==> src/rtl/whack_pkg.sv <==
// Shared constants and helpers for the whack-switch front-end.
// The module parameters of the blocks below default to these values.
package whack_pkg;

    localparam int unsigned NUM_SW              = 8;
    localparam int unsigned DEBOUNCE_CYCLES_DEF = 1000000;
    localparam int unsigned HIT_TOTAL_W         = 8;

    localparam logic [HIT_TOTAL_W-1:0] HIT_TOTAL_MAX = 8'd255;

    // Saturating add. The running total never wraps past HIT_TOTAL_MAX.
    function automatic logic [HIT_TOTAL_W-1:0] sat_add(
        input logic [HIT_TOTAL_W-1:0] acc,
        input logic [HIT_TOTAL_W-1:0] inc
    );
        logic [HIT_TOTAL_W:0] sum;
        sum = {1'b0, acc} + {1'b0, inc};
        return sum[HIT_TOTAL_W] ? HIT_TOTAL_MAX : sum[HIT_TOTAL_W-1:0];
    endfunction

endpackage

==> src/rtl/sw_debounce_channel.sv <==
// One switch channel: 2-flop synchroniser, hold-time debounce counter and stable level.
// flip_o is high for the single cycle in which the stable level is about to change.
module sw_debounce_channel
    import whack_pkg::*;
#(
    parameter int unsigned DEBOUNCE_CYCLES = DEBOUNCE_CYCLES_DEF,
    parameter int unsigned CNT_W           = $clog2(DEBOUNCE_CYCLES + 1)
) (
    input  logic clk_i,
    input  logic rst_ni,
    input  logic raw_i,
    output logic stable_o,
    output logic flip_o
);

    logic             s1_q, s1_d;
    logic             s2_q, s2_d;
    logic             stable_q, stable_d;
    logic [CNT_W-1:0] cnt_q, cnt_d;
    logic             flip;

    always_comb begin
        s1_d     = raw_i;
        s2_d     = s1_q;
        stable_d = stable_q;
        cnt_d    = '0;
        flip     = 1'b0;
        // Any cycle where s2 matches the stable level restarts the hold count.
        if (s2_q != stable_q) begin
            if (cnt_q == CNT_W'(DEBOUNCE_CYCLES - 1)) begin
                stable_d = s2_q;
                flip     = 1'b1;
            end else begin
                cnt_d = cnt_q + CNT_W'(1);
            end
        end
    end

    always_ff @(posedge clk_i) begin
        if (!rst_ni) begin
            s1_q     <= 1'b0;
            s2_q     <= 1'b0;
            stable_q <= 1'b0;
            cnt_q    <= '0;
        end else begin
            s1_q     <= s1_d;
            s2_q     <= s2_d;
            stable_q <= stable_d;
            cnt_q    <= cnt_d;
        end
    end

    assign stable_o = stable_q;
    assign flip_o   = flip;

endmodule

==> src/rtl/switch_hit_detector.sv <==
// Whack-switch front-end: per-channel debounce, game-window gating of flip events into
// one-cycle hit pulses, and a saturating per-game hit total.
module switch_hit_detector
    import whack_pkg::*;
#(
    parameter int unsigned N_SW            = NUM_SW,
    parameter int unsigned DEBOUNCE_CYCLES = DEBOUNCE_CYCLES_DEF,
    parameter int unsigned CNT_W           = $clog2(DEBOUNCE_CYCLES + 1)
) (
    input  logic                   CLK100MHZ,
    input  logic                   RST_BTN,
    input  logic [N_SW-1:0]        switches,
    input  logic                   gamestart,
    input  logic                   gameend,
    output logic [N_SW-1:0]        positionhit,
    output logic [N_SW-1:0]        stable_sw,
    output logic                   game_active,
    output logic [HIT_TOTAL_W-1:0] hit_total
);

    logic [N_SW-1:0]        flip;
    logic [N_SW-1:0]        gated;
    logic [HIT_TOTAL_W-1:0] pulse_cnt;

    logic [N_SW-1:0]        positionhit_q, positionhit_d;
    logic                   game_active_q, game_active_d;
    logic [HIT_TOTAL_W-1:0] hit_total_q, hit_total_d;

    for (genvar i = 0; i < N_SW; i++) begin : g_ch
        sw_debounce_channel #(
            .DEBOUNCE_CYCLES (DEBOUNCE_CYCLES),
            .CNT_W           (CNT_W)
        ) u_ch (
            .clk_i    (CLK100MHZ),
            .rst_ni   (RST_BTN),
            .raw_i    (switches[i]),
            .stable_o (stable_sw[i]),
            .flip_o   (flip[i])
        );
    end

    always_comb begin
        gated     = flip & {N_SW{game_active_q}};
        pulse_cnt = '0;
        for (int i = 0; i < N_SW; i++) begin
            pulse_cnt = pulse_cnt + HIT_TOTAL_W'(gated[i]);
        end

        positionhit_d = gated;

        // gameend dominates a coincident gamestart.
        game_active_d = game_active_q;
        if (gameend) begin
            game_active_d = 1'b0;
        end else if (gamestart) begin
            game_active_d = 1'b1;
        end

        if (gamestart) begin
            hit_total_d = pulse_cnt;
        end else begin
            hit_total_d = sat_add(hit_total_q, pulse_cnt);
        end
    end

    always_ff @(posedge CLK100MHZ) begin
        if (!RST_BTN) begin
            positionhit_q <= '0;
            game_active_q <= 1'b0;
            hit_total_q   <= '0;
        end else begin
            positionhit_q <= positionhit_d;
            game_active_q <= game_active_d;
            hit_total_q   <= hit_total_d;
        end
    end

    assign positionhit = positionhit_q;
    assign game_active = game_active_q;
    assign hit_total   = hit_total_q;

endmodule
==> config.mk <==
export PLATFORM = sky130hd
export DESIGN_NAME = switch_hit_detector
export DESIGN_NICKNAME = d
export VERILOG_FILES = /design/src/rtl/whack_pkg.sv /design/src/rtl/sw_debounce_channel.sv /design/src/rtl/switch_hit_detector.sv
export SDC_FILE = /design/constraint.sdc
export NUM_CORES = 1
export LEC_CHECK = 0
export CORE_ASPECT_RATIO = 1.75
export CORE_UTILIZATION = 55
export CTS_BUF_LIST = sky130_fd_sc_hd__clkbuf_2 sky130_fd_sc_hd__clkbuf_4 sky130_fd_sc_hd__clkbuf_8
export DETAILED_ROUTE_END_ITERATION = 6
export PLACE_DENSITY_LB_ADDON = 0.12
export SLEW_MARGIN = 5
export SYNTH_ARGS = -nofsm -noshare
export SYNTH_HDL_FRONTEND = slang
export SYNTH_HIERARCHICAL = 1
export SYNTH_SLANG_ARGS = --single-unit
==> constraint.sdc <==
create_clock -name CLK100MHZ -period 7.5 [get_ports CLK100MHZ]
set_clock_uncertainty 0.15 [all_clocks]
set_input_delay 0.75 -clock CLK100MHZ [delete_from_list [all_inputs] [get_ports CLK100MHZ]]
set_output_delay 0.75 -clock CLK100MHZ [all_outputs]
set_load 0.1 [all_outputs]
==> out/metrics.cfg, run 1 <==
[cells_and_area]
most-common-layout-cells=201 x dfxtp_1, 127 x nor2_1, 82 x xnor2_1, 63 x a21oi_1, 61 x nand2_1
drive_gt1_frac=0.08416
syn_to_final_growth_pct=12.99
layout.filler_cells=1391
final-instance-count-excl-fill=1294
final-seq-area_sq_um=4024
antennaDiodeCount=0
multiInputGateArea_sq_um=4658
commonest_non_fill_non_tap_cell_in_the_layout=dfxtp_1
nets=1118

[clock_network]
cts_hold_buffers=0
htree_levels=1
clk_transition_reported_paths_ns=0.06
clk_path_buf_depth=3
clock_insertion_delay_worst_skew_ns=0.55
ctsRootBufferMaster=clkbuf_8
tritoncts.num_buffers=30
cts_repair_resize_count=0
clock-sinks=201
tritoncts=yes
cts_setup_buffers=0

[routing]
routedWlPerCell_microns=13.41
detail_route.drc_violations=0
vias=7200
drt_iter0_drc=188
final_antenna_net_count=0
wirelength_mm=17.35
drt_first_pass_iters=4
vias_per_inst=5.564

[floorplan]
placement_rows=61
initial_core_utilization=0.5674
floorplan.die.height_microns=171.7
floorplan.die.width_microns=98.98
core_sq_um=15950
num_io_pins=37
die-area_sq_um=16990

[power_and_ir_drop]
cellPowerDensity_nw_per_um2=201.3
p_leak_nw=3.033
worst_ir_drop_vdd_v=0.0001559
p_total_w=0.002059

[global_routing]
gr-usage-all-layers=0.2114
wire_length_of_the_first_global_routing_pass_mm=30.23
grt_start_max_net_pins=42
grt_pass1_vias=6982
grt_antenna_before_repair=0
grt_overflow=0

[critical_path]
crit_path_max_fanout=7
critPathSlowestCell=fa_1
criticalPathCategory=flip-flop to flip-flop
crit_path_start_kind=flip-flop
critPathRequiredTime_ns=7.82
critical-path-top-cell-by-count=fa_1
max_stage_delay_ns=0.49
reg2regPathDepth=17
cell_chain_of_the_critical_path=ha_1 > nand3_2 > or2_2 > nor4b_1 > and2_1 > fa_1 > inv_1 > fa_1 > fa_1 > inv_1 > ha_1 > inv_1 > fa_1 > fa_1 > o21ai_4 > a21oi_2 > a221oi_2
category_of_the_worst_setup_path_capture_point=flip-flop
worst-path-buf-inv=3
critical_path_cell_count=17
critPathArrivalTime_ns=5.56
critPathTopFamily=adder cells

[synth]
post_synth.cell_area_avg_sq_um=8.695
mappedNetlistNets=1074
postSynthRegisterBits=201
postSynthCellCount=1041
ys_warn_count=6
synth.yosys.seq_area_share=0.4446
synth.distinct_cells=41
post_synth_instance_area_sq_um=9051

[min_path]
holdPathStages=1
hold_class=flip-flop to flip-flop

[timing]
maxSlewHeadroom=0.3486
period_needed_ns=5.246
setup_repair_after_global_routing_missed_its_margin=no
period_share=0.6995
clock.fmax_mhz=190.6
final-hold-violation-count=0
setup_viol=0
worst-slew-pin-transition_ns=0.9741
finalSetupTns_ns=0
final_max_slew_viol_count=0

[placed_design]
numPortBuffers=36
place.detailed.instances=1242
detailedPlacementHpwl_mm=12.31
gp_congestion=0.8346

[outcome]
run_status=completed

[run]
maxCapViolations=0

[synthesized netlist by cell type, drive strengths merged]
master	count	area, sq um
nor2b	10	62.56
or3	32	200.2
nand3	42	255.3
nor3b	8	60.06
and3	13	81.33
or4	40	300.3
a31oi	2	12.51
a221oi	1	15.01
inv	60	225.2
a21oi	64	324.1
nor4bb	8	80.08
nor4	16	100.1
buf	8	40.04
a211oi	2	20.02
o21ai	53	276.5
a311oi	2	17.52
and2	29	183.9
nand4	32	200.2
xor2	17	148.9
clkbuf	25	103.9
o21bai	1	11.26
nor4b	8	70.07
fa	5	100.1
ha	16	200.2
or4b	8	80.08
a21boi	8	60.06
o21a	1	7.510
xnor2	82	718.2
nor2	127	476.7
o31ai	24	180.2
dfxtp	201	4024
nor3	26	130.1
or2	8	50.05
nand2	62	235.2
[layout make-up]
cell class	count	area share
flip-flops and latches	201	0.3934
repair buffers	45	0.04184
multi-input cells	747	0.4555
well taps	189	0.02312
clock inverters	3	0.001835
inverters	60	0.02202
clock buffers	49	0.06227
[layer usage]
metal	global-route usage	wire (microns)
met3	0.02966	485
met4	0.07008	323
met5	0	0
met1	0.2223	7308
met2	0.4214	9235
[cells by family (layout without fill, tap and decap cells)]
family	after synthesis	after routing	synth area share
simple gates	469	469	0.2835
flops	201	201	0.4446
compound gates	158	158	0.1022
xor+xnor	99	99	0.09580
buf+inv	93	157	0.04078
fa+ha+maj	21	21	0.03318
[where the power goes]
| part | switching (W) | internal (W) |
|---|---|---|
| Combinational | 0.0000276 | 0.0000166 |
| Sequential | 0.00000478 | 0.00107 |
| Clock | 0.000402 | 0.000533 |
[sequential cells by signal (all words and copies together) (netlist names)]
name / cells
g_ch.u_ch/s1_q: 8
g_ch.u_ch/cnt_q: 160
positionhit: 8
g_ch.u_ch/s2_q: 8
g_ch.u_ch/stable_o: 8
hit_total: 8
game_active: 1
[worst paths after layout]
kind / start / to / slack (ns)
hold reg to reg: g_ch[6].u_ch/s1_q$_SDFF_PN0_ / g_ch[6].u_ch/s2_q$_SDFF_PN0_ / 0.27
setup reg to reg: g_ch[0].u_ch/cnt_q[0]$_SDFF_PP0_ / hit_total[1]$_SDFF_PN0_ / 2.25
hold / removal: g_ch[6].u_ch/s1_q$_SDFF_PN0_ / g_ch[6].u_ch/s2_q$_SDFF_PN0_ / 0.27
setup / recovery: g_ch[0].u_ch/cnt_q[0]$_SDFF_PP0_ / hit_total[1]$_SDFF_PN0_ / 2.25
[metrics by stage]
stage | hold slack (ns) | cell area [sq um] | utilization | setup slack, ns
3_3_place_gp | 0.2633 | 9572 | 0.6000 | 2.343
4_1_cts | 0.2736 | 10230 | 0.6411 | 2.237
3_5_place_dp | 0.2669 | 9572 | 0.6000 | 2.245
5_1_grt | 0.2757 | 10230 | 0.6411 | 1.848
6_report | 0.2721 | 10230 | 0.6411 | 2.254
2_1_floorplan | 0.2618 | 9051 | - | 2.474
Power figures use the tool's default switching activity.
==> inputs of run 2 (changes only) <==
==> constraint.sdc (replaced) <==
create_clock -name CLK100MHZ -period 4.3 [get_ports CLK100MHZ]
set_clock_uncertainty 0.15 [all_clocks]
set_input_delay 0.43 -clock CLK100MHZ [delete_from_list [all_inputs] [get_ports CLK100MHZ]]
set_output_delay 0.43 -clock CLK100MHZ [all_outputs]
set_load 0.1 [all_outputs]
==> out/metrics.cfg, run 2 (same netlist as run 1, synthesis figures left out) <==
[outcome]
run_status=finished with violations
failed_checks=setup timing

[timing]
period_needed_ns=4.846
final_critical_path_setup_slack_ns=-0.5456
maxSlewHeadroom=0.2906
final-hold-violation-count=0
period_share=1.127
setup_viol=8
clock.fmax_mhz=206.4
setup_repair_after_global_routing_missed_its_margin=yes
finalSetupTns_ns=-4.003
final_max_slew_viol_count=0
worst-slew-pin-transition_ns=1.061
whs_ns=0.2754

[clock_network]
clock_insertion_delay_worst_skew_ns=0.58
tritoncts.num_buffers=30
clock-sinks=201
ctsRootBufferMaster=clkbuf_8
tritoncts=yes
clk_transition_reported_paths_ns=0.07
htree_levels=1
cts_hold_buffers=0
clk_path_buf_depth=3

[global_routing]
global_route.peak_usage_layer=met2
wire_length_of_the_first_global_routing_pass_mm=33.15
globalRouteMet1Util=0.2317
use_met2=0.4725
grt_antenna_before_repair=0
grt_pass1_vias=7737
grt_start_max_net_pins=23
grt_overflow=0
groute.layer.met3.usage=0.04307
gr-usage-all-layers=0.2351

[critical_path]
crit_path_max_fanout=6
max_stage_delay_ns=0.50
worst-path-buf-inv=4
critical-path-top-cell-by-count=fa_1
critPathSlowestCell=fa_1
r2r_setup_slack_ns=-0.55
crit_path_start_kind=flip-flop
critPathTopFamily=adder cells
category_of_the_worst_setup_path_capture_point=flip-flop
critPathArrivalTime_ns=5.16
cell_chain_of_the_critical_path=ha_4 > nand3_2 > or2_4 > nor4b_4 > and2_4 > fa_1 > inv_1 > fa_1 > fa_1 > inv_1 > ha_2 > inv_2 > fa_2 > buf_6 > fa_2 > o21ai_4 > a21oi_4 > a221oi_2
criticalPathCategory=flip-flop to flip-flop
critPathRequiredTime_ns=4.62

[routing]
vias_per_inst=5.513
drt_first_pass_iters=4
detail_route.drc_violations=0
drt_iter0_drc=161
vias=8000
routedWlPerCell_microns=14.01
final_antenna_net_count=0
wirelength_mm=20.33

[floorplan]
core_sq_um=15950
initial_core_utilization=0.5674
num_io_pins=37
die-area_sq_um=16990
placement_rows=61
floorplan.die.width_microns=98.98
floorplan.die.height_microns=171.7

[power_and_ir_drop]
p_total_w=0.003630
worst_ir_drop_vdd_v=0.0002675
cellPowerDensity_nw_per_um2=310.9
p_leak_nw=3.926

[placed_design]
gp_congestion=0.8134
detailedPlace.worstSlack_ns=-0.5994
detailedPlacementHpwl_mm=14.34
placement.cell_area_sq_um=10780
numPortBuffers=36

[run]
maxCapViolations=0

[cells_and_area]
top_register=g_ch.u_ch/cnt_q
nets=1271
antennaDiodeCount=0
drive_gt1_frac=0.2330
commonest_non_fill_non_tap_cell_in_the_layout=dfxtp_1
stdcell_area_sq_um=11680
largest_reg_flops=160
syn_to_final_growth_pct=29.00
most-common-layout-cells=185 x dfxtp_1, 161 x buf_4, 127 x nor2_1, 81 x xnor2_1, 61 x a21oi_1

[min_path]
hold_class=flip-flop to flip-flop

==> run 2: cell count changes in the layout (fill, tap and decap cells not counted), sizes merged <==
cell / change
clkinv: +1
clkbuf: +3
buf: +153
==> run 2: worst register-to-register path, delay by kind of cell (launching register included) <==
family	cells	cell delay [ns]
buf+inv	4	0.31
simple gates	4	0.90
compound gates	3	0.63
fa+ha+maj	7	2.43
flops	1	0.35
==> run 2: area by class of cell <==
cell class | instances | area, sq um
clock buffer | 52 | 640.6
clock inverter | 4 | 20.02
fill | 1236 | 4275
inverter | 60 | 225.2
multi-input combinational | 747 | 4930
sequential | 201 | 4044
tap | 189 | 236.5
timing repair buffer | 198 | 1580
==> run 2: where the power goes <==
group          leakage [nW]  total (W)  switching [W]  internal (W)
Clock                 0.358    0.00166       0.000727      0.000931
Combinational          1.94  0.0000903      0.0000554     0.0000349
Sequential             1.63    0.00188     0.00000780       0.00187
==> run 2: per-layer routing <==
metal  wire [microns]  up-vias  part of all wire
met4              694        0             0.034
met1             7819     3777              0.38
met2            11030      136              0.54
met5                0        -                 0
li1                 -     4033                 -
met3              788       54             0.039
==> run 2: worst paths after layout <==
path / startpoint / to / cells past startpoint
setup / recovery: g_ch[0].u_ch/cnt_q[1]$_SDFF_PP0_ / hit_total[1]$_SDFF_PN0_ / 18
hold / removal: g_ch[1].u_ch/s1_q$_SDFF_PN0_ / g_ch[1].u_ch/s2_q$_SDFF_PN0_ / 1
setup reg to reg: g_ch[0].u_ch/cnt_q[1]$_SDFF_PP0_ / hit_total[1]$_SDFF_PN0_ / 18
hold reg to reg: g_ch[1].u_ch/s1_q$_SDFF_PN0_ / g_ch[1].u_ch/s2_q$_SDFF_PN0_ / 1
==> run 2: stage by stage <==
step                cells  utilization
CTS                  1449       0.7257
detailed placement   1388       0.6757
global route         1451       0.7320
global placement     1388       0.6757
floorplan            1041            -
finish               1451       0.7320
==> run 2: repair_timing <==
item                                    4_1_cts  5_1_grt
resized for setup                            19       16
endpoints found under the setup margin        8        8
setup buffers                                 6        2
cloned                                        0        0
pin swaps                                    18       11
==> inputs of run 3 (changes only) <==
--- a/config.mk
+++ b/config.mk
@@ -6,7 +6,7 @@
 export NUM_CORES = 1
 export LEC_CHECK = 0
 export CORE_ASPECT_RATIO = 1.75
-export CORE_UTILIZATION = 55
+export CORE_UTILIZATION = 57
 export CTS_BUF_LIST = sky130_fd_sc_hd__clkbuf_2 sky130_fd_sc_hd__clkbuf_4 sky130_fd_sc_hd__clkbuf_8
 export DETAILED_ROUTE_END_ITERATION = 6
 export PLACE_DENSITY_LB_ADDON = 0.12
==> out/metrics.cfg, run 3 (same netlist as run 1, synthesis figures left out) <==
[outcome]
run_status=finished with violations
failed_checks=setup timing

[global_routing]
grt_antenna_before_repair=0
wire_length_of_the_first_global_routing_pass_mm=34.12
grt_pass1_vias=7961
gr-usage-all-layers=0.2451
grt_overflow=0
grt_start_max_net_pins=21

[timing]
setup_repair_after_global_routing_missed_its_margin=yes
clock.fmax_mhz=208.0
final_max_slew_viol_count=0
final-hold-violation-count=0
worst-slew-pin-transition_ns=1.017
maxSlewHeadroom=0.3197
period_needed_ns=4.807
period_share=1.118
setup_viol=8
final_critical_path_setup_slack_ns=-0.5072

[routing]
routedWlPerCell_microns=14.14
drt_iter0_drc=293
vias=8020
detail_route.drc_violations=0
highest_layer=met4
vias_per_inst=5.569
drt_first_pass_iters=6
wirelength_mm=20.36
detailroute.wirelength.met3_microns=756
wl_met1_mm=7.932
final_antenna_net_count=0
wl_met2_mm=11.22

[critical_path]
criticalPathCategory=flip-flop to flip-flop
critical-path-top-cell-by-count=fa_1
crit_path_start_kind=flip-flop
critPathSlowestCell=fa_1
category_of_the_worst_setup_path_capture_point=flip-flop
critPathArrivalTime_ns=5.12
cell_chain_of_the_critical_path=nor4bb_4 > buf_4 > nand2_4 > nor4b_4 > buf_4 > and2_4 > fa_1 > inv_1 > fa_1 > fa_1 > inv_2 > ha_4 > inv_2 > fa_2 > buf_6 > fa_2 > o21ai_4 > nor3_1 > a211oi_1
crit_path_max_fanout=6
max_stage_delay_ns=0.51
critPathRequiredTime_ns=4.62

[cells_and_area]
antennaDiodeCount=0
fin_util=0.7527
most-common-layout-cells=186 x dfxtp_1, 153 x buf_4, 127 x nor2_1, 81 x xnor2_1, 60 x a21oi_1
stdcell_area_sq_um=11640
nets=1263
final-seq-area_sq_um=4043
layout.filler_cells=1179
largest_reg_flops=160
commonest_non_fill_non_tap_cell_in_the_layout=dfxtp_1
top_register=g_ch.u_ch/cnt_q
multiInputGateArea_sq_um=4943
syn_to_final_growth_pct=28.60
drive_gt1_frac=0.2273

[clock_network]
clk_transition_reported_paths_ns=0.06
tritoncts.num_buffers=30
clk_path_buf_depth=3
clock-sinks=201
htree_levels=1
ctsRootBufferMaster=clkbuf_8
clock_insertion_delay_worst_skew_ns=0.55
tritoncts=yes

[power_and_ir_drop]
p_int_w=0.002866
power.share.combinational=0.024
cellPowerDensity_nw_per_um2=312.5
p_clk_frac=0.458
power.sequential.fraction=0.517
net-switching-power_w=0.0007720
p_leak_nw=3.901
switching_share=0.2122
worst_ir_drop_vdd_v=0.0002650

[placed_design]
numPortBuffers=36
gp_congestion=0.7996
placement.cell_area_sq_um=10700
detailedPlacementHpwl_mm=14.33

[floorplan]
num_io_pins=37
core_sq_um=15460
floorplan.die.width_microns=97.26
initial_core_utilization=0.5853
placement_rows=60
floorplan.die.height_microns=168.7
die-area_sq_um=16410

[min_path]
hold_class=input pin to flip-flop

[run]
maxCapViolations=0

==> run 3: routing by layer <==
| metal | GRT usage | vias up |
|---|---|---|
| li1 | - | 4016 |
| met1 | 0.2496 | 3810 |
| met2 | 0.4905 | 148 |
| met3 | 0.03964 | 46 |
| met4 | 0.09079 | 0 |
| met5 | 0 | - |
==> run 3: power groups by stage <==
stage	sequential, W	combinational, W	clock (W)
6_report	0.00188	0.0000882	0.00167
5_1_grt	0.00188	0.0000950	0.00179
4_1_cts	0.00188	0.0000869	0.00171
3_5_place_dp	0.00192	0.0000858	0
3_3_place_gp	0.00192	0.0000845	0
2_1_floorplan	0.00194	0.0000332	0
==> run 3: what timing repair did <==
action                     4_1_cts  5_1_grt
buffers inserted                 4        5
setup endpoints to repair        8        8
hold buffers                     0        0
gates resized for setup         15       21
pin swaps                       13       15
hold endpoints to repair         0        0
gates cloned                     0        0
==> run 3: area by class of cell <==
class	count	share of cell area
Multi-Input combinational cell	747	0.4247
Clock inverter	3	0.001290
Inverter	60	0.01935
Clock buffer	53	0.05676
Timing Repair Buffer	190	0.1306
Tap cell	186	0.01999
Sequential cell	201	0.3473
==> run 3: worst max-delay path, delay by kind of cell (launching register included) <==
| family | cells | cell delay (ns) |
|---|---|---|
| simple gates | 5 | 0.86 |
| fa+ha+maj | 6 | 2.28 |
| flops | 1 | 0.33 |
| buf+inv | 6 | 0.63 |
| compound gates | 2 | 0.48 |
==> run 3: worst paths after layout <==
check	from	endpoint	slack (ns)	cells after the start
worst max-delay path	g_ch[3].u_ch/cnt_q[12]$_SDFF_PP0_	hit_total[7]$_SDFF_PP0_	-0.51	19
worst min-delay path	gameend	game_active$_SDFFE_PP0P_	0.27	2
worst max register to register	g_ch[3].u_ch/cnt_q[12]$_SDFF_PP0_	hit_total[7]$_SDFF_PP0_	-0.51	19
worst min register to register	g_ch[5].u_ch/s1_q$_SDFF_PN0_	g_ch[5].u_ch/s2_q$_SDFF_PN0_	0.28	1
==> run 3: metrics by stage <==
step	hold slack (ns)	cells	total power, W	setup WS, ns	TNS (ns)
floorplan	0.2618	1041	0.001970	-0.3250	-2.214
global placement	0.2641	1375	0.002007	-0.5850	-4.365
detailed placement	0.2719	1375	0.002009	-0.6004	-4.386
CTS	0.2416	1435	0.003680	-0.5413	-3.790
global route	0.2473	1440	0.003764	-0.6522	-4.997
finish	0.2675	1440	0.003638	-0.5072	-3.687
